$ cat config.mk
export PLATFORM = sky130hd
export DESIGN_NAME = cache_meta_array
export DESIGN_NICKNAME = d
export VERILOG_FILES = /design/src/rtl/cache_meta_array.sv
export SDC_FILE = /design/constraint.sdc
export NUM_CORES = 1
export LEC_CHECK = 0
export ABC_AREA = 1
export CORE_MARGIN = 4
export CORE_UTILIZATION = 55
export CTS_CLUSTER_SIZE = 8
export DETAILED_ROUTE_END_ITERATION = 6
export PLACE_DENSITY_LB_ADDON = 0.3
export SYNTH_ARGS = -nofsm -noshare
export SYNTH_HDL_FRONTEND = slang
export SYNTH_SLANG_ARGS = --single-unit
$ cat constraint.sdc
create_clock -name clk -period 3.8 [get_ports clk]
set_clock_uncertainty 0.1 [all_clocks]
set_input_delay 0.76 -clock clk [delete_from_list [all_inputs] [get_ports clk]]
set_output_delay 0.76 -clock clk [all_outputs]
set_load 0.005 [all_outputs]
$ cat src/rtl/cache_meta_array.sv
// Per-set, per-way valid/dirty metadata with masked writes, same-cycle read bypass,
// a sequential invalidate sweep (IDLE/SWEEP/DONE) and an incrementally kept dirty-line count.
module cache_meta_array #(
  parameter int s_index  = 3,
  parameter int num_ways = 2,
  localparam int num_sets = 2**s_index,
  localparam int cnt_w    = $clog2(num_sets*num_ways+1)
) (
  input  logic                clk,
  input  logic                rst,
  input  logic                load,
  input  logic [s_index-1:0]  windex,
  input  logic [num_ways-1:0] way_mask,
  input  logic                valid_in,
  input  logic                dirty_in,
  input  logic [s_index-1:0]  rindex,
  output logic [num_ways-1:0] valid_out,
  output logic [num_ways-1:0] dirty_out,
  input  logic                inv_req,
  output logic                inv_busy,
  output logic                inv_done,
  output logic [cnt_w-1:0]    dirty_count
);

  typedef enum logic [1:0] {IDLE, SWEEP, DONE} state_t;

  localparam logic [s_index-1:0] last_set = s_index'(num_sets-1);

  state_t              state, state_next;
  logic [s_index-1:0]  ptr, ptr_next;
  logic [num_ways-1:0] valid_q [num_sets];
  logic [num_ways-1:0] dirty_q [num_sets];
  logic [cnt_w-1:0]    count_q, count_next;

  logic                wr_en;
  logic [num_ways-1:0] wr_valid, wr_dirty;
  logic [num_ways-1:0] aff_old, aff_new;
  logic [cnt_w-1:0]    inc, dec;

  // Writes are only honoured in IDLE; anything arriving mid-sweep is dropped.
  assign wr_en    = load && (state == IDLE);
  assign wr_valid = (valid_q[windex] & ~way_mask) | (way_mask & {num_ways{valid_in}});
  assign wr_dirty = (dirty_q[windex] & ~way_mask) | (way_mask & {num_ways{dirty_in}});

  assign dirty_count = count_q;

  always_comb begin
    state_next = state;
    ptr_next   = ptr;
    inv_busy   = 1'b0;
    inv_done   = 1'b0;
    case (state)
      IDLE: begin
        if (inv_req) begin
          state_next = SWEEP;
          ptr_next   = '0;
        end
      end
      SWEEP: begin
        inv_busy = 1'b1;
        ptr_next = ptr + s_index'(1);
        if (ptr == last_set) state_next = DONE;
      end
      DONE: begin
        inv_done   = 1'b1;
        state_next = IDLE;
      end
      default: state_next = IDLE;
    endcase
  end

  // Only one set changes per cycle (write target or sweep pointer), so the count
  // moves by the per-way 0->1 and 1->0 transitions of that set alone.
  always_comb begin
    aff_old = wr_en ? dirty_q[windex] : dirty_q[ptr];
    aff_new = wr_en ? wr_dirty : '0;
    inc     = '0;
    dec     = '0;
    for (int w = 0; w < num_ways; w++) begin
      inc = inc + cnt_w'(~aff_old[w] & aff_new[w]);
      dec = dec + cnt_w'(aff_old[w] & ~aff_new[w]);
    end
    count_next = count_q;
    if (wr_en || (state == SWEEP)) count_next = count_q - dec + inc;
  end

  always_ff @(posedge clk) begin
    if (rst) begin
      state   <= IDLE;
      ptr     <= '0;
      count_q <= '0;
      for (int s = 0; s < num_sets; s++) begin
        valid_q[s] <= '0;
        dirty_q[s] <= '0;
      end
    end else begin
      state   <= state_next;
      ptr     <= ptr_next;
      count_q <= count_next;
      if (wr_en) begin
        valid_q[windex] <= wr_valid;
        dirty_q[windex] <= wr_dirty;
      end else if (state == SWEEP) begin
        valid_q[ptr] <= '0;
        dirty_q[ptr] <= '0;
      end
    end
  end

  always_comb begin
    valid_out = valid_q[rindex];
    dirty_out = dirty_q[rindex];
    if (wr_en && (rindex == windex)) begin
      valid_out = wr_valid;
      dirty_out = wr_dirty;
    end
    if ((state == SWEEP) && (rindex == ptr)) begin
      valid_out = '0;
      dirty_out = '0;
    end
  end

endmodule

Word level (Yosys, flattened, before mapping). Memories as Yosys holds them, arrays and structs flattened. A register that Yosys moved wholly into a read port is not among the register bits. Index checks and enable logic that the tools add are counted. W data, S select, Z words.

Register bits: 10. Latch bits: 0. Bits in writable memories: 32. Memory bits (read-only): 0. Output and inout bits: 11. Logic and storage cells: 79. Memories: 2.

Memories: dirty_q (depth 8, width 2, read ports 3, clocked after memory_dff 1, wr ports 8, RTL line 32) `logic [num_ways-1:0] dirty_q [num_sets];`; valid_q (depth 8, width 2, read ports 2, clocked after memory_dff 0, wr ports 8, RTL line 31) `logic [num_ways-1:0] valid_q [num_sets];`.

Add/sub/neg operators: 5. Multipliers: 0. Div/mod/pow operators: 0. Order comparisons: 0. Equal/unequal tests: 7. Shift-type cells: 0. Multiplexer cells: 35. Bitwise logic cells: 15. Reductions and logical operators: 12.

Operators by type and width (count): $mux W2 (12); $mux W3 (7); $not A1 Y5 (4); $add A5 B5 Y5 (3); $mux W1 (14); $and A1 B5 Y5 (2); $and A5 B1 Y5 (2); $and A2 B2 Y2 (4); $reduce_or A2 Y1 (4); $eq A3 B3 Y1 (2); $pmux W3 S2 (1); $sub A5 B5 Y5 (1); $ne A2 B2 Y1 const B (2); $or A2 B2 Y2 (2); $pmux W2 S2 (1); $reduce_and A2 Y1 (2); $add A3 B1 Y3 const B (1); $eq A3 B3 Y1 const B (1); $logic_and A1 B1 Y1 (3); $eq A2 B1 Y1 const B (1); $eq A2 B2 Y1 const B (1); $logic_not A2 Y1 (1); $not A2 Y2 (1); $reduce_bool A2 Y1 (1); $logic_or A1 B1 Y1 (1).

Depth between registers and ports, before layout.
Word-level depth: 9. Depth in mapped cells: 19. Depth with buffers taken out: 18.

Worst setup path before layout. No wires, ideal clock.

Kind: input port to flip-flop. Start point: input port windex[0]. End point: register count_q[2], in the netlist dirty_count[2]. Library setup time: 70 ps. Arrival: 3301 ps. Required time: 3630 ps. Setup slack: 329 ps. Stages on the path: 16. Path buffers: 1. Cells stage by stage: inv_1 > clkbuf_1 > nand2_1 > nand3_1 > nand2_1 > nand2_1 > nand2_1 > nand4_1 > nand2_1 > fa_1 > inv_1 > fa_1 > ha_1 > inv_1 > fa_1 > a21oi_1.

Longest elaborated chain between the ends: 9.

Ends and longest elaborated chain: start: declaration (RTL line 12) `input logic [s_index-1:0] windex,`; $mem_v2 Z8 W2 *; $and A2 B2 Y2 (RTL line 43) `assign wr_dirty = (dirty_q[windex] & ~way_mask) | (way_mask & {num_ways{dirty_in}});`; $or A2 B2 Y2 (RTL line 43); $mux W2 (RTL line 76) `aff_new = wr_en ? wr_dirty : '0;`; $not A1 Y5 (RTL line 81) `dec = dec + cnt_w'(aff_old[w] & ~aff_new[w]);`; $and A1 B5 Y5 (RTL line 81); $add A5 B5 Y5 (RTL line 81); $sub A5 B5 Y5 (RTL line 84) `if (wr_en || (state == SWEEP)) count_next = count_q - dec + inc;`; $add A5 B5 Y5 * (RTL line 84); end signal: assignment (RTL line 99) `count_q <= count_next;`; end: declaration (RTL line 33) `logic [cnt_w-1:0] count_q, count_next;`.

Mark *: on every way between the ends. The rest lies on a longest branch, timed or not. A chain may end at the register's enable or synchronous reset.

Final worst setup path.
Start point: input port windex[1]. End point: register count_q[2], in the netlist dirty_count[2].

Same word-level chain as after synthesis.

==> flow_metrics.env <==
export IMPL_status="finished clean"
export IMPL_hold_end="dirty_count[1]$_SDFFE_PP0P_"
export IMPL_final_layout_size_suffix_gt1_frac=0.104
export IMPL_rr_worst_depth=12
export IMPL_synthCells=428
export IMPL_grt_pass1_vias=2842
export IMPL_finalCritPeriodShare=0.950
export IMPL_arrival_ps=3750
export IMPL_peakVddDrop_mv=0.200
export IMPL_grt_pass1_wl_um=13600
export IMPL_crit_type="in2reg"
export IMPL_synth_warnings=0
export IMPL_worst_hold_slack_ps=387
export IMPL_crit_buf_inv=4
export IMPL_worstPathCellList="clkdlybuf4s50_1, buf_6, nor2_1, nand2_1, nand3_1, nand3_1, nand3_1, nand2_1, fa_1, inv_1, fa_1, ha_1, inv_1, fa_1, a21oi_1"
export IMPL_multi_input_area_um2=1480
export IMPL_worst_pin_slew_ps=498
export IMPL_wl_per_cell_um=15.4
export IMPL_rows=26
export IMPL_dp_cells=530
export IMPL_ys_types=28
export IMPL_gr_total_overflow=0
export IMPL_rsz0062_at_grt="no"
export IMPL_min_from="dirty_count[1]$_SDFFE_PP0P_"
export IMPL_synthToLayoutAreaGrowth_pct=18.5
export IMPL_cts_made_buffers=5
export IMPL_vias=2959
export IMPL_cts_sinks=45
export IMPL_register_area_um2=1220
export IMPL_setup_tns_ps=0
export IMPL_ioPinCount=25
export IMPL_drt_initial_drc_count=356
export IMPL_cts_tree="built"
export IMPL_power_density_nw_per_um2=380
export IMPL_finalNetCount=492
export IMPL_clockRootBuffer="clkbuf_8"
export IMPL_critPathRequiredTime_ps=3940
export IMPL_htree_levels=2
export IMPL_worstPathMaxFanout=7
export IMPL_holdCritPathClass="reg2reg"
export IMPL_clk_pin_slew_ps=90
export IMPL_fp_dieH_um=81.8
export IMPL_final_util=0.682
export IMPL_synth_seq_cells=45
export IMPL_dr_pass1_iters=5
export IMPL_antenna_found_initial=0
export IMPL_drt_drc_violations_left=0
export IMPL_finalMaxSlewViolations=0
export IMPL_synth_area_um2=3000
export IMPL_wl_um=8310
export IMPL_rrSetupSlack_ps=550
export IMPL_cts_buffer_depth=2
export IMPL_critPathLaunchType="input port"
export IMPL_min_period_ps=3610
export IMPL_ant_nets=0
export IMPL_max_freq_ghz=0.277
export IMPL_fillers=444
export IMPL_gp_congestion=0.980
export IMPL_clock_latency_ps=300
export IMPL_n_antenna_cell=0
export IMPL_grt_max_degree=20
export IMPL_setup_viol=0
export IMPL_hold_violations=0
export IMPL_syn_nets=451
export IMPL_crit_slowest_cell="fa_1"
export IMPL_slowest_delay_ps=520
export IMPL_die_area_um2=6690
export IMPL_r2r_end="dirty_count[2]$_SDFFE_PP0P_"
export IMPL_p_leak_nw=1.67
export IMPL_drv_cap=0
export IMPL_critPathTopFamily="adder cells"
export IMPL_coreArea_um2=5200
export IMPL_dpl_hpwl_um=6270
export IMPL_max_slew_margin=0.667
export IMPL_synth_seq_area_share=0.408
export IMPL_grt_use_total=0.272
export IMPL_port_buffer_count=24
export IMPL_avgViaCountPerCell=5.48
export IMPL_whs_path_depth=2
export IMPL_die_w_um=81.8
export IMPL_final_cells=540
export IMPL_start_util=0.575
export IMPL_cp_end_kind="flip-flop"
export IMPL_synth_avg_cell_area_um2=7.00
export IMPL_cts_hold_buf=0
-- where the power goes --
group / switching [mW] / internal (mW)
sequential: 0.0323 / 0.563
clock: 0.171 / 0.194
combinational: 0.220 / 0.171
-- cell type report --
type | instances | share of cell area
Multi-Input combinational cell | 307 | 0.416
Sequential cell | 45 | 0.344
Timing Repair Buffer | 45 | 0.116
Inverter | 65 | 0.0687
Tap cell | 70 | 0.0247
Clock buffer | 5 | 0.0194
Clock inverter | 3 | 0.0116
-- flip-flops by register name (all words and copies together) (netlist names), named ones only --
register	flops
dirty_q	16
valid_q	16
dirty_count	5
ptr	3
state	2
-- metal layers --
metal  part of all wire  track usage  wire (um)
met2               0.46        0.424       3780
met4              0.032        0.120        270
met1               0.42        0.369       3500
met5                  0            0          0
met3              0.091       0.0482        755
-- worst register-to-register path, stage by stage, from the launching register on --
cell and delay (ps):
dfxtp_1 500, inv_1 210, o21ai_0 280, nand3_1 120
nand3_1 90, nand2_1 90, fa_1 550, inv_1 60
fa_1 380, ha_1 180, inv_1 90, fa_1 420
a21oi_1 120
-- worst max-delay path by stage --
stage / startpoint / to / slack [ps] / depth (start not counted)
floorplan: windex[0] / dirty_count[2]$_SDFFE_PP0P_ / 330 / 16
global placement: windex[0] / dirty_count[2]$_SDFFE_PP0P_ / -120 / 16
detailed placement: windex[0] / dirty_count[2]$_SDFFE_PP0P_ / -230 / 16
CTS: windex[0] / dirty_count[2]$_SDFFE_PP0P_ / 80 / 16
global route: windex[1] / dirty_count[4]$_SDFFE_PP0P_ / 4 / 17
finish: windex[1] / dirty_count[2]$_SDFFE_PP0P_ / 190 / 15
-- synth_stat cells, drive strengths merged --
| library cell | instances | area share |
|---|---|---|
| a211oi | 1 | 0.0025 |
| a21oi | 14 | 0.023 |
| a22oi | 2 | 0.0050 |
| and2b | 1 | 0.0029 |
| buf | 6 | 0.012 |
| clkbuf | 5 | 0.0063 |
| clkinv | 1 | 0.0013 |
| dfxtp | 13 | 0.087 |
| edfxtp | 32 | 0.32 |
| fa | 3 | 0.020 |
| ha | 6 | 0.025 |
| inv | 64 | 0.080 |
| nand2 | 131 | 0.17 |
| nand3 | 66 | 0.11 |
| nand4 | 1 | 0.0021 |
| nor2 | 55 | 0.075 |
| nor3 | 2 | 0.0033 |
| o21ai | 19 | 0.037 |
| or2 | 1 | 0.0021 |
| xnor2 | 2 | 0.0058 |
| xor2 | 3 | 0.0088 |
-- logic make-up (layout without fill, tap and decap cells) --
kind of cell	Yosys count	count (layout)	synth area share
buffers and inverters	76	118	0.0994
AO/OA/AOI/OAI	36	36	0.0677
adder cells (fa/ha/maj)	9	9	0.0451
XOR/XNOR	5	5	0.0146
flip-flops	45	45	0.408
AND/OR/NAND/NOR	257	257	0.366
-- stage by stage --
step / setup WS (ps) / power [mW] / instance area [um^2]
finish: 190 / 1.35 / 3550
global route: 4.09 / 1.43 / 3550
CTS: 79.4 / 1.35 / 3520
detailed placement: -234 / 0.989 / 3410
global placement: -122 / 0.976 / 3410
floorplan: 329 / 0.842 / 3000
-- cells in the final DEF (no fill, tap or decap) --
master           instances
edfxtp_1                32
o21ai_2                  4
nor3_1                   2
nand3_1                 66
and2b_2                  1
a21oi_1                 14
buf_4                   19
a211oi_1                 1
a22oi_1                  2
dfxtp_1                 13
bufinv_16                1
nand2_2                  7
ha_1                     6
inv_1                   61
nand4_1                  1
o21ai_0                 15
buf_6                    1
buf_8                    1
xor2_1                   3
xnor2_1                  2
nor2_4                   1
clkinvlp_4               1
nor2_2                   4
dlymetal6s2s_1           1
clkinv_1                 2
clkbuf_8                 5
nand2_1                124
fa_1                     3
inv_2                    3
nor2_1                  50
or2_2                    1
clkdlybuf4s50_1         23
-- what timing repair did --
action                                  4_1_cts  5_1_grt
resized for setup                             0        5
endpoints found under the setup margin        0        7
setup buffers                                 0        2
(Power assumes the default switching activity.)
